[config.mk]
export PLATFORM = sky130hd
export DESIGN_NAME = muldiv_hilo_unit
export DESIGN_NICKNAME = d
export VERILOG_FILES = /design/src/rtl/muldiv_hilo_unit.sv
export SDC_FILE = /design/constraint.sdc
export NUM_CORES = 1
export LEC_CHECK = 0
export CORE_ASPECT_RATIO = 0.5
export CORE_MARGIN = 4
export CORE_UTILIZATION = 60
export CTS_BUF_LIST = sky130_fd_sc_hd__clkbuf_4 sky130_fd_sc_hd__clkbuf_8
export DETAILED_ROUTE_END_ITERATION = 10
export DONT_BUFFER_PORTS = 1
export PLACE_DENSITY = 0.78
export SLEW_MARGIN = 15
export SYNTH_ARGS = -nofsm -noshare
export SYNTH_HDL_FRONTEND = slang
export SYNTH_SLANG_ARGS = --single-unit
export TNS_END_PERCENT = 5
[constraint.sdc]
create_clock -name clk -period 7.6 [get_ports clk]
set_clock_uncertainty 0.2 [all_clocks]
set_input_delay 1.52 -clock clk [delete_from_list [all_inputs] [get_ports clk]]
set_output_delay 1.52 -clock clk [all_outputs]
set_load 0.02 [all_outputs]
[src/rtl/muldiv_hilo_unit.sv]
// muldiv_hilo_unit: multi-cycle unsigned MULTU/DIVU with architectural HI/LO.
// Optional MULDIV_FAST_MULT_EN: single-cycle multiply written at the start edge.
module muldiv_hilo_unit #(
   parameter int WIDTH = 32,
   parameter int CNT_W = 6
) (
   input  logic             clk,
   input  logic             rst_n,
   input  logic             start_multu,
   input  logic             start_divu,
   input  logic             rd_lo,
   input  logic             rd_hi,
   input  logic [WIDTH-1:0] rs_val,
   input  logic [WIDTH-1:0] rt_val,
   output logic [WIDTH-1:0] rd_data,
   output logic [WIDTH-1:0] hi,
   output logic [WIDTH-1:0] lo,
   output logic             busy,
   output logic             done,
   output logic             stall
);
   typedef enum logic [1:0] {IDLE, MUL, DIV} state_t;

   state_t             state_q, state_d;
   logic [CNT_W-1:0]   cnt_q, cnt_d;
   logic [2*WIDTH-1:0] acc_q, acc_d;
   logic [WIDTH-1:0]   opb_q, opb_d;
   logic [WIDTH-1:0]   hi_q, hi_d;
   logic [WIDTH-1:0]   lo_q, lo_d;
   logic               done_q, done_d;

   logic               last;
   logic [WIDTH:0]     mul_sum;
   logic [2*WIDTH-1:0] mul_next;
   logic [WIDTH:0]     div_rem;
   logic [WIDTH:0]     div_diff;
   logic               div_ge;
   logic [2*WIDTH-1:0] div_next;

   always_ff @(posedge clk) begin
      if (!rst_n) state_q <= IDLE;
      else        state_q <= state_d;
   end

   always_comb begin
      state_d = state_q;
      unique case (state_q)
         IDLE: begin
            if (start_multu) begin
`ifdef MULDIV_FAST_MULT_EN
               state_d = IDLE;
`else
               state_d = MUL;
`endif
            end else if (start_divu) begin
               state_d = DIV;
            end
         end
         MUL, DIV: if (last) state_d = IDLE;
         default:  state_d = IDLE;
      endcase
   end

   // acc holds {partial product, multiplier} for MUL and {rem, dividend} for DIV
   always_comb begin
      last     = (cnt_q == CNT_W'(WIDTH - 1));
      mul_sum  = {1'b0, acc_q[2*WIDTH-1:WIDTH]}
               + (acc_q[0] ? {1'b0, opb_q} : '0);
      mul_next = {mul_sum, acc_q[WIDTH-1:1]};
      div_rem  = acc_q[2*WIDTH-1:WIDTH-1];
      div_diff = div_rem - {1'b0, opb_q};
      div_ge   = (div_rem >= {1'b0, opb_q});
      div_next = {div_ge ? div_diff[WIDTH-1:0] : div_rem[WIDTH-1:0],
                  acc_q[WIDTH-2:0], div_ge};
   end

   always_comb begin
      cnt_d  = cnt_q;
      acc_d  = acc_q;
      opb_d  = opb_q;
      hi_d   = hi_q;
      lo_d   = lo_q;
      done_d = 1'b0;
      unique case (state_q)
         IDLE: begin
            if (start_multu) begin
`ifdef MULDIV_FAST_MULT_EN
               {hi_d, lo_d} = (2*WIDTH)'(rs_val) * (2*WIDTH)'(rt_val);
               done_d       = 1'b1;
`else
               acc_d = {{WIDTH{1'b0}}, rt_val};
               opb_d = rs_val;
               cnt_d = '0;
`endif
            end else if (start_divu) begin
               acc_d = {{WIDTH{1'b0}}, rs_val};
               opb_d = rt_val;
               cnt_d = '0;
            end
         end
         MUL: begin
            acc_d = mul_next;
            cnt_d = cnt_q + CNT_W'(1);
            if (last) begin
               {hi_d, lo_d} = mul_next;
               done_d       = 1'b1;
               cnt_d        = '0;
            end
         end
         DIV: begin
            acc_d = div_next;
            cnt_d = cnt_q + CNT_W'(1);
            if (last) begin
               {hi_d, lo_d} = div_next;
               done_d       = 1'b1;
               cnt_d        = '0;
            end
         end
         default: cnt_d = '0;
      endcase
   end

   always_ff @(posedge clk) begin
      if (!rst_n) begin
         cnt_q  <= '0;
         acc_q  <= '0;
         opb_q  <= '0;
         hi_q   <= '0;
         lo_q   <= '0;
         done_q <= 1'b0;
      end else begin
         cnt_q  <= cnt_d;
         acc_q  <= acc_d;
         opb_q  <= opb_d;
         hi_q   <= hi_d;
         lo_q   <= lo_d;
         done_q <= done_d;
      end
   end

   always_comb begin
      busy    = (state_q != IDLE);
      stall   = busy & (rd_lo | rd_hi | start_multu | start_divu);
      rd_data = rd_lo ? lo_q : hi_q;
      hi      = hi_q;
      lo      = lo_q;
      done    = done_q;
   end
endmodule

==> run_results.csv, run 1 <==
group,metric,value,unit
status,outcome,"finished, final reports clean",
global_route,antenna_found_initial,2,
sta,grt_setup_unrepaired,"no",
sta,fmax,236,MHz
cts,cts-root-buf,"clkbuf_8",
min_path,hp-class,"flip-flop to flip-flop",
global_route,gr-usage-all-layers,0.362,
placed_design,place_ws,3180,ps
routing,wl_per_cell,24.8,um
cts,cts_hold_buf,0,
routing,ant_nets,0,
setup_path,end_kind,"flip-flop",
cts,htree_levels,4,
logic_synthesis,synthArstFlopShare,0,
sta,min_period_over_period,0.559,
sta,report.final.slew_viol_count,0,
power,leakage,5.82,nW
logic_synthesis,syn_area,0.0128,mm2
sta,layout_min_cycle_time,4240,ps
routing,vias,12444,
logic_synthesis,synth.distinct_cells,69,
placed_design,place_area,0.0128,mm2
logic_synthesis,synthTopCellsByArea,"dfxtp_1, ha_1, mux2i_1",
routing,drc,0,
logic_synthesis,synth_area_per_cell,7.97,um2
sta,final.setup.worst_slack,3360,ps
logic_synthesis,synth_top_area_cell,"dfxtp_1",
sta,worst_slew_pin_slew,1130,ps
cts,cts_sinks,169,
power,ir_drop,0.363,mV
global_route,grt_start_max_net_pins,140,
power,finalPower,3.70,mW
logic_synthesis,netlist_instances,1600,
power,powerDensity,280,mW/mm2
final_layout,final_core_util,0.638,
final_layout,final-seq-area,0.00338,mm2
sta,finalHoldViolations,0,
sta,setup_tns,0,ps
placed_design,routabilityCongestion,0.998,
placed_design,dp_cells,1769,
setup_path,arrival,4450,ps
floorplan,die_area,0.0238,mm2
final_layout,area_growth,3.48,%
cts,cts_made_buffers,17,
setup_path,cp-start-kind,"flip-flop",
setup_path,critical_path_class,"flip-flop to flip-flop",
cts,clock_path_buffers,2,
logic_synthesis,yosys_warnings,0,
final_layout,final_cell_mix,"nand2_1, dfxtp_1, a21oi_1, o21ai_0, nor2_1",
logic_synthesis,synth_top_area_share,0.265,
routing,drt_iter0_drc,1767,
logic_synthesis,synth_nets,1741,
logic_synthesis,ys_seq_area_frac,0.265,
final_layout,finalNetCount,1656,
cts,cts_setup_buffers,0,
floorplan,initial_utilization,0.616,
routing,routed_wl,44.6,mm
logic_synthesis,synth_enable_flop_cells,0,
final_layout,multiInputGateArea,0.00875,mm2
routing,firstDrtPassIters,6,
placed_design,hpwl,33.8,mm
routing,vias_per_cell,6.91,
sta,setup_violations,0,
cts,clkTransAtPathRegs,110,ps
final_layout,fill_cells,1842,
cts,cts_resized,0,
logic_synthesis,ys_ff_latch,169,
floorplan,ios,169,
floorplan,core,0.0207,mm2
final_layout,layout_commonest_cell,"nand2_1",
floorplan,die_height,111,um
floorplan,die_x,214,um
global_route,grt_pass1_vias,11320,
floorplan,rows,37,
cts,clkLatencyLatePin,500,ps
flow_run,maxCapViolations,0,
sta,timing.hold.ws,298,ps
global_route,gr-total-overflow,0,
setup_path,worstPathMaxFanout,22,
final_layout,fin_cells,1801,
logic_synthesis,synth_top_flop_cell,"dfxtp_1",
sta,slew_headroom,0.247,
setup_path,cp.required,7810,ps
final_layout,drive_gt1_frac,0.0668,
placed_design,port_buffers,0,
global_route,grt_pass1_wl,68.0,mm
final_layout,n_antenna_cell,0,
final_layout,design_area,0.0132,mm2
cts,cts_tree,"yes",
## power by group
part / total [mW] / leakage [nW] / switching (mW) / internal [mW]
logic: 1.64 / 4.22 / 1.05 / 0.593
clock network: 0.720 / 0.217 / 0.409 / 0.311
registers: 1.34 / 1.38 / 0.295 / 1.04
## kinds of logic (layout without fill, tap and decap cells)
kind of cell / Yosys count / after routing / synth area share
XOR/XNOR: 47 / 47 / 0.0323
AND/OR/NAND/NOR: 486 / 486 / 0.185
AO/OA/AOI/OAI: 541 / 541 / 0.298
flip-flops: 169 / 169 / 0.265
buffers and inverters: 167 / 95 / 0.0513
multiplexers: 119 / 119 / 0.0979
adder cells (fa/ha/maj): 71 / 71 / 0.0708
## metal layers
metal / part of all wire / track usage
met4: 0.018 / 0.0760
met2: 0.39 / 0.489
met5: 0 / 0
met1: 0.45 / 0.550
met3: 0.14 / 0.123
## state kept, by name (all words and copies together), names as in the netlist
signal   cells
acc_q       64
opb_q       32
lo          32
done         1
hi          32
cnt_q        6
state_q      2
## critical path, stage by stage, from the launching register on
cell and delay (ps):
dfxtp_1 850, and2_1 230, ha_1 210, inv_1 70
fa_1 400, nand2b_1 190, a21oi_1 350, o21ai_0 240
a21oi_1 310, o221ai_1 360, o211ai_1 300, o211ai_1 170
a221oi_1 270
## cell type report
class | instances | area share
timing repair buffer | 12 | 0.00683
sequential | 169 | 0.256
multi-input combinational | 1264 | 0.663
inverter | 51 | 0.0145
clock inverter | 15 | 0.0155
clock buffer | 17 | 0.0177
tap | 273 | 0.0259
## synthesized netlist by cell type (4+ instances only)
| library cell | instances |
|---|---|
| nand2_1 | 183 |
| dfxtp_1 | 169 |
| a21oi_1 | 126 |
| clkbuf_1 | 95 |
| nor2_1 | 78 |
| o21ai_0 | 78 |
| a211oi_1 | 73 |
| mux2i_1 | 73 |
| nor2b_1 | 71 |
| ha_1 | 69 |
| o211a_1 | 66 |
| inv_1 | 51 |
| and2_1 | 46 |
| mux2_2 | 40 |
| a22oi_1 | 35 |
| nand3_1 | 28 |
| xor2_1 | 26 |
| a21o_1 | 22 |
| o221ai_1 | 21 |
| xnor2_1 | 21 |
| nor3_1 | 19 |
| o211ai_1 | 18 |
| o21a_1 | 18 |
| nand4_1 | 12 |
| a31oi_1 | 11 |
| buf_1 | 11 |
| nand2b_1 | 10 |
| or3_1 | 10 |
| o21bai_1 | 9 |
| and3_1 | 8 |
| buf_2 | 7 |
| o21ai_1 | 7 |
| o31a_1 | 7 |
| mux2_1 | 6 |
| nor4_1 | 6 |
| a221oi_1 | 5 |
| a311oi_1 | 5 |
| a21boi_0 | 4 |
| a31o_2 | 4 |
| nor3b_1 | 4 |
| o31ai_1 | 4 |
## worst paths after layout
| check | cells past startpoint | to | slack [ps] | start |
|---|---|---|---|---|
| setup / recovery | 12 | hi[31]$_SDFFE_PN0P_ | 3360 | acc_q[0]$_SDFFE_PN0P_ |
| setup reg to reg | 12 | hi[31]$_SDFFE_PN0P_ | 3360 | acc_q[0]$_SDFFE_PN0P_ |
| hold reg to reg | 2 | cnt_q[1]$_SDFFE_PN0P_ | 300 | cnt_q[1]$_SDFFE_PN0P_ |
| hold / removal | 2 | cnt_q[1]$_SDFFE_PN0P_ | 300 | cnt_q[1]$_SDFFE_PN0P_ |
No activity file was read; power rests on OpenSTA's default activity.
==> inputs of run 2 (changes only) <==
==> constraint.sdc (replaced) <==
create_clock -name clk -period 4.09 [get_ports clk]
set_clock_uncertainty 0.2 [all_clocks]
set_input_delay 0.818 -clock clk [delete_from_list [all_inputs] [get_ports clk]]
set_output_delay 0.818 -clock clk [all_outputs]
set_load 0.02 [all_outputs]
==> run 2 against run 1 <==
  * Flip-flop and latch count unchanged
  * Core utilization increased by 2.3 points
  * Combinational power increased by 120%
  * Cell count increased by 3.4%
  * Global-route usage increased by 2.8 points
  * Sequential share of layout area decreased by 0.90 points
  * Worst hold slack got worse by 47 ps
  * Non-clock buffer count increased by 63
  * Register-to-register slack got worse by 3200 ps
  * Clock power increased by 74%
==> run_results.csv, run 2 (synthesis results as in run 1) <==
group,metric,value,unit
status,outcome,"finished, final reports clean",
routing,firstDrtPassIters,6,
final_layout,final_cell_mix,"nand2_1, dfxtp_1, a21oi_1, o21ai_0, nor2_1",
min_path,hp-class,"input port to flip-flop",
placed_design,hpwl,36.8,mm
routing,ant_nets,0,
sta,layout_min_cycle_time,3950,ps
global_route,gr-total-overflow,0,
sta,setup_violations,0,
setup_path,arrival,4120,ps
power,leakage,6.12,nW
sta,grt_setup_unrepaired,"no",
routing,drc,0,
final_layout,fill_cells,1732,
cts,clkLatencyLatePin,500,ps
global_route,antenna_found_initial,5,
cts,cts_setup_buffers,0,
sta,worst_slew_pin_slew,927,ps
cts,cts_tree,"yes",
sta,report.final.slew_viol_count,0,
floorplan,die_height,111,um
sta,finalHoldViolations,0,
final_layout,finalNetCount,1719,
routing,routed_wl,48.1,mm
placed_design,routabilityCongestion,1.07,
cts,cts_hold_buf,0,
cts,clkTransAtPathRegs,100,ps
setup_path,critical_path_class,"flip-flop to flip-flop",
placed_design,port_buffers,0,
final_layout,design_area,0.0137,mm2
routing,wl_per_cell,25.8,um
sta,fmax,253,MHz
global_route,gr-usage-all-layers,0.390,
setup_path,rrSetupSlack,140,ps
sta,timing.hold.ws,251,ps
power,powerDensity,521,mW/mm2
setup_path,end_kind,"flip-flop",
placed_design,place_area,0.0133,mm2
cts,cts_sinks,169,
flow_run,maxCapViolations,0,
cts,htree_levels,4,
global_route,grt_pass1_wl,72.4,mm
min_path,whs_path_depth,1,
floorplan,rows,37,
setup_path,reg2reg_depth,10,
sta,slew_headroom,0.378,
setup_path,cp-start-kind,"flip-flop",
final_layout,largest_reg_flops,64,
final_layout,largest_register,"acc_q",
cts,clock_path_buffers,2,
final_layout,layout_commonest_cell,"nand2_1",
sta,min_period_over_period,0.966,
routing,vias_per_cell,6.99,
global_route,grt_start_max_net_pins,140,
setup_path,slowest_stage,"nor3_1",
cts,cts-root-buf,"clkbuf_8",
final_layout,area_growth,7.25,%
sta,setup_tns,0,ps
floorplan,initial_utilization,0.616,
routing,vias,13016,
floorplan,die_x,214,um
floorplan,ios,169,
floorplan,core,0.0207,mm2
setup_path,worstPathMaxFanout,7,
power,ir_drop,0.493,mV
cts,cts_made_buffers,17,
setup_path,cp.required,4260,ps
routing,drt_iter0_drc,1905,
floorplan,die_area,0.0238,mm2
global_route,grt_pass1_vias,12056,
setup_path,slowest_delay,500,ps
final_layout,drive_gt1_frac,0.104,
setup_path,critical_path.cell_chain,"ha_1 > buf_4 > a21oi_2 > o211ai_1 > nor3_1 > a21oi_1 > o211a_1 > or3_1 > a31oi_1 > o221ai_1",
run 2: worst max-delay path: cells and delay by family (launching register included):
family	cells	cell delay [ps]
AOI/OAI and AO/OA	6	1800
adders and majority gates	1	390
buffers and inverters	1	230
DFF	1	360
and+or+nand+nor	2	840
run 2: metal layers:
metal,vias up,wire length [um],GRT usage
li1,5853,-,-
met1,6183,21300,0.573
met2,863,17800,0.496
met3,111,7690,0.179
met4,6,1260,0.119
met5,-,48,0
run 2: what timing repair did:
| action | in CTS | in global routing |
|---|---|---|
| gates resized for setup | 0 | 3 |
| setup endpoints to repair | 0 | 5 |
| endpoints found under the hold margin | 0 | 0 |
run 2: metrics by stage:
step | setup slack [ps] | cells | power (mW) | util
finish | 139 | 1863 | 7.12 | 0.661
detailed placement | 85.2 | 1832 | 5.71 | 0.641
floorplan | 961 | 1600 | 4.52 | -
CTS | 73.1 | 1862 | 6.95 | 0.660
global placement | -43.2 | 1832 | 5.68 | 0.641
global route | 93.9 | 1863 | 7.48 | 0.661
run 2: path summary, 6_finish.rpt:
check,to,startpoint
setup / recovery,acc_q[63]$_SDFFE_PN0P_,acc_q[40]$_SDFFE_PN0P_
setup reg to reg,acc_q[63]$_SDFFE_PN0P_,acc_q[40]$_SDFFE_PN0P_
hold reg to reg,cnt_q[1]$_SDFFE_PN0P_,cnt_q[1]$_SDFFE_PN0P_
hold / removal,lo[25]$_SDFFE_PN0P_,rst_n
run 2: layout make-up:
type / instances / area (um2) / area share
well taps: 273 / 342 / 0.0250
diodes: 1 / 2.50 / 0.000183
inverters: 51 / 191 / 0.0140
clock inverters: 12 / 139 / 0.0102
multi-input cells: 1264 / 8770 / 0.641
flip-flops and latches: 169 / 3380 / 0.247
repair buffers: 75 / 601 / 0.0439
clock buffers: 18 / 248 / 0.0181
run 2: power breakdown:
group | internal [mW] | switching (mW) | total [mW]
combinational | 1.30 | 2.32 | 3.62
clock | 0.561 | 0.685 | 1.25
sequential | 1.93 | 0.327 | 2.26
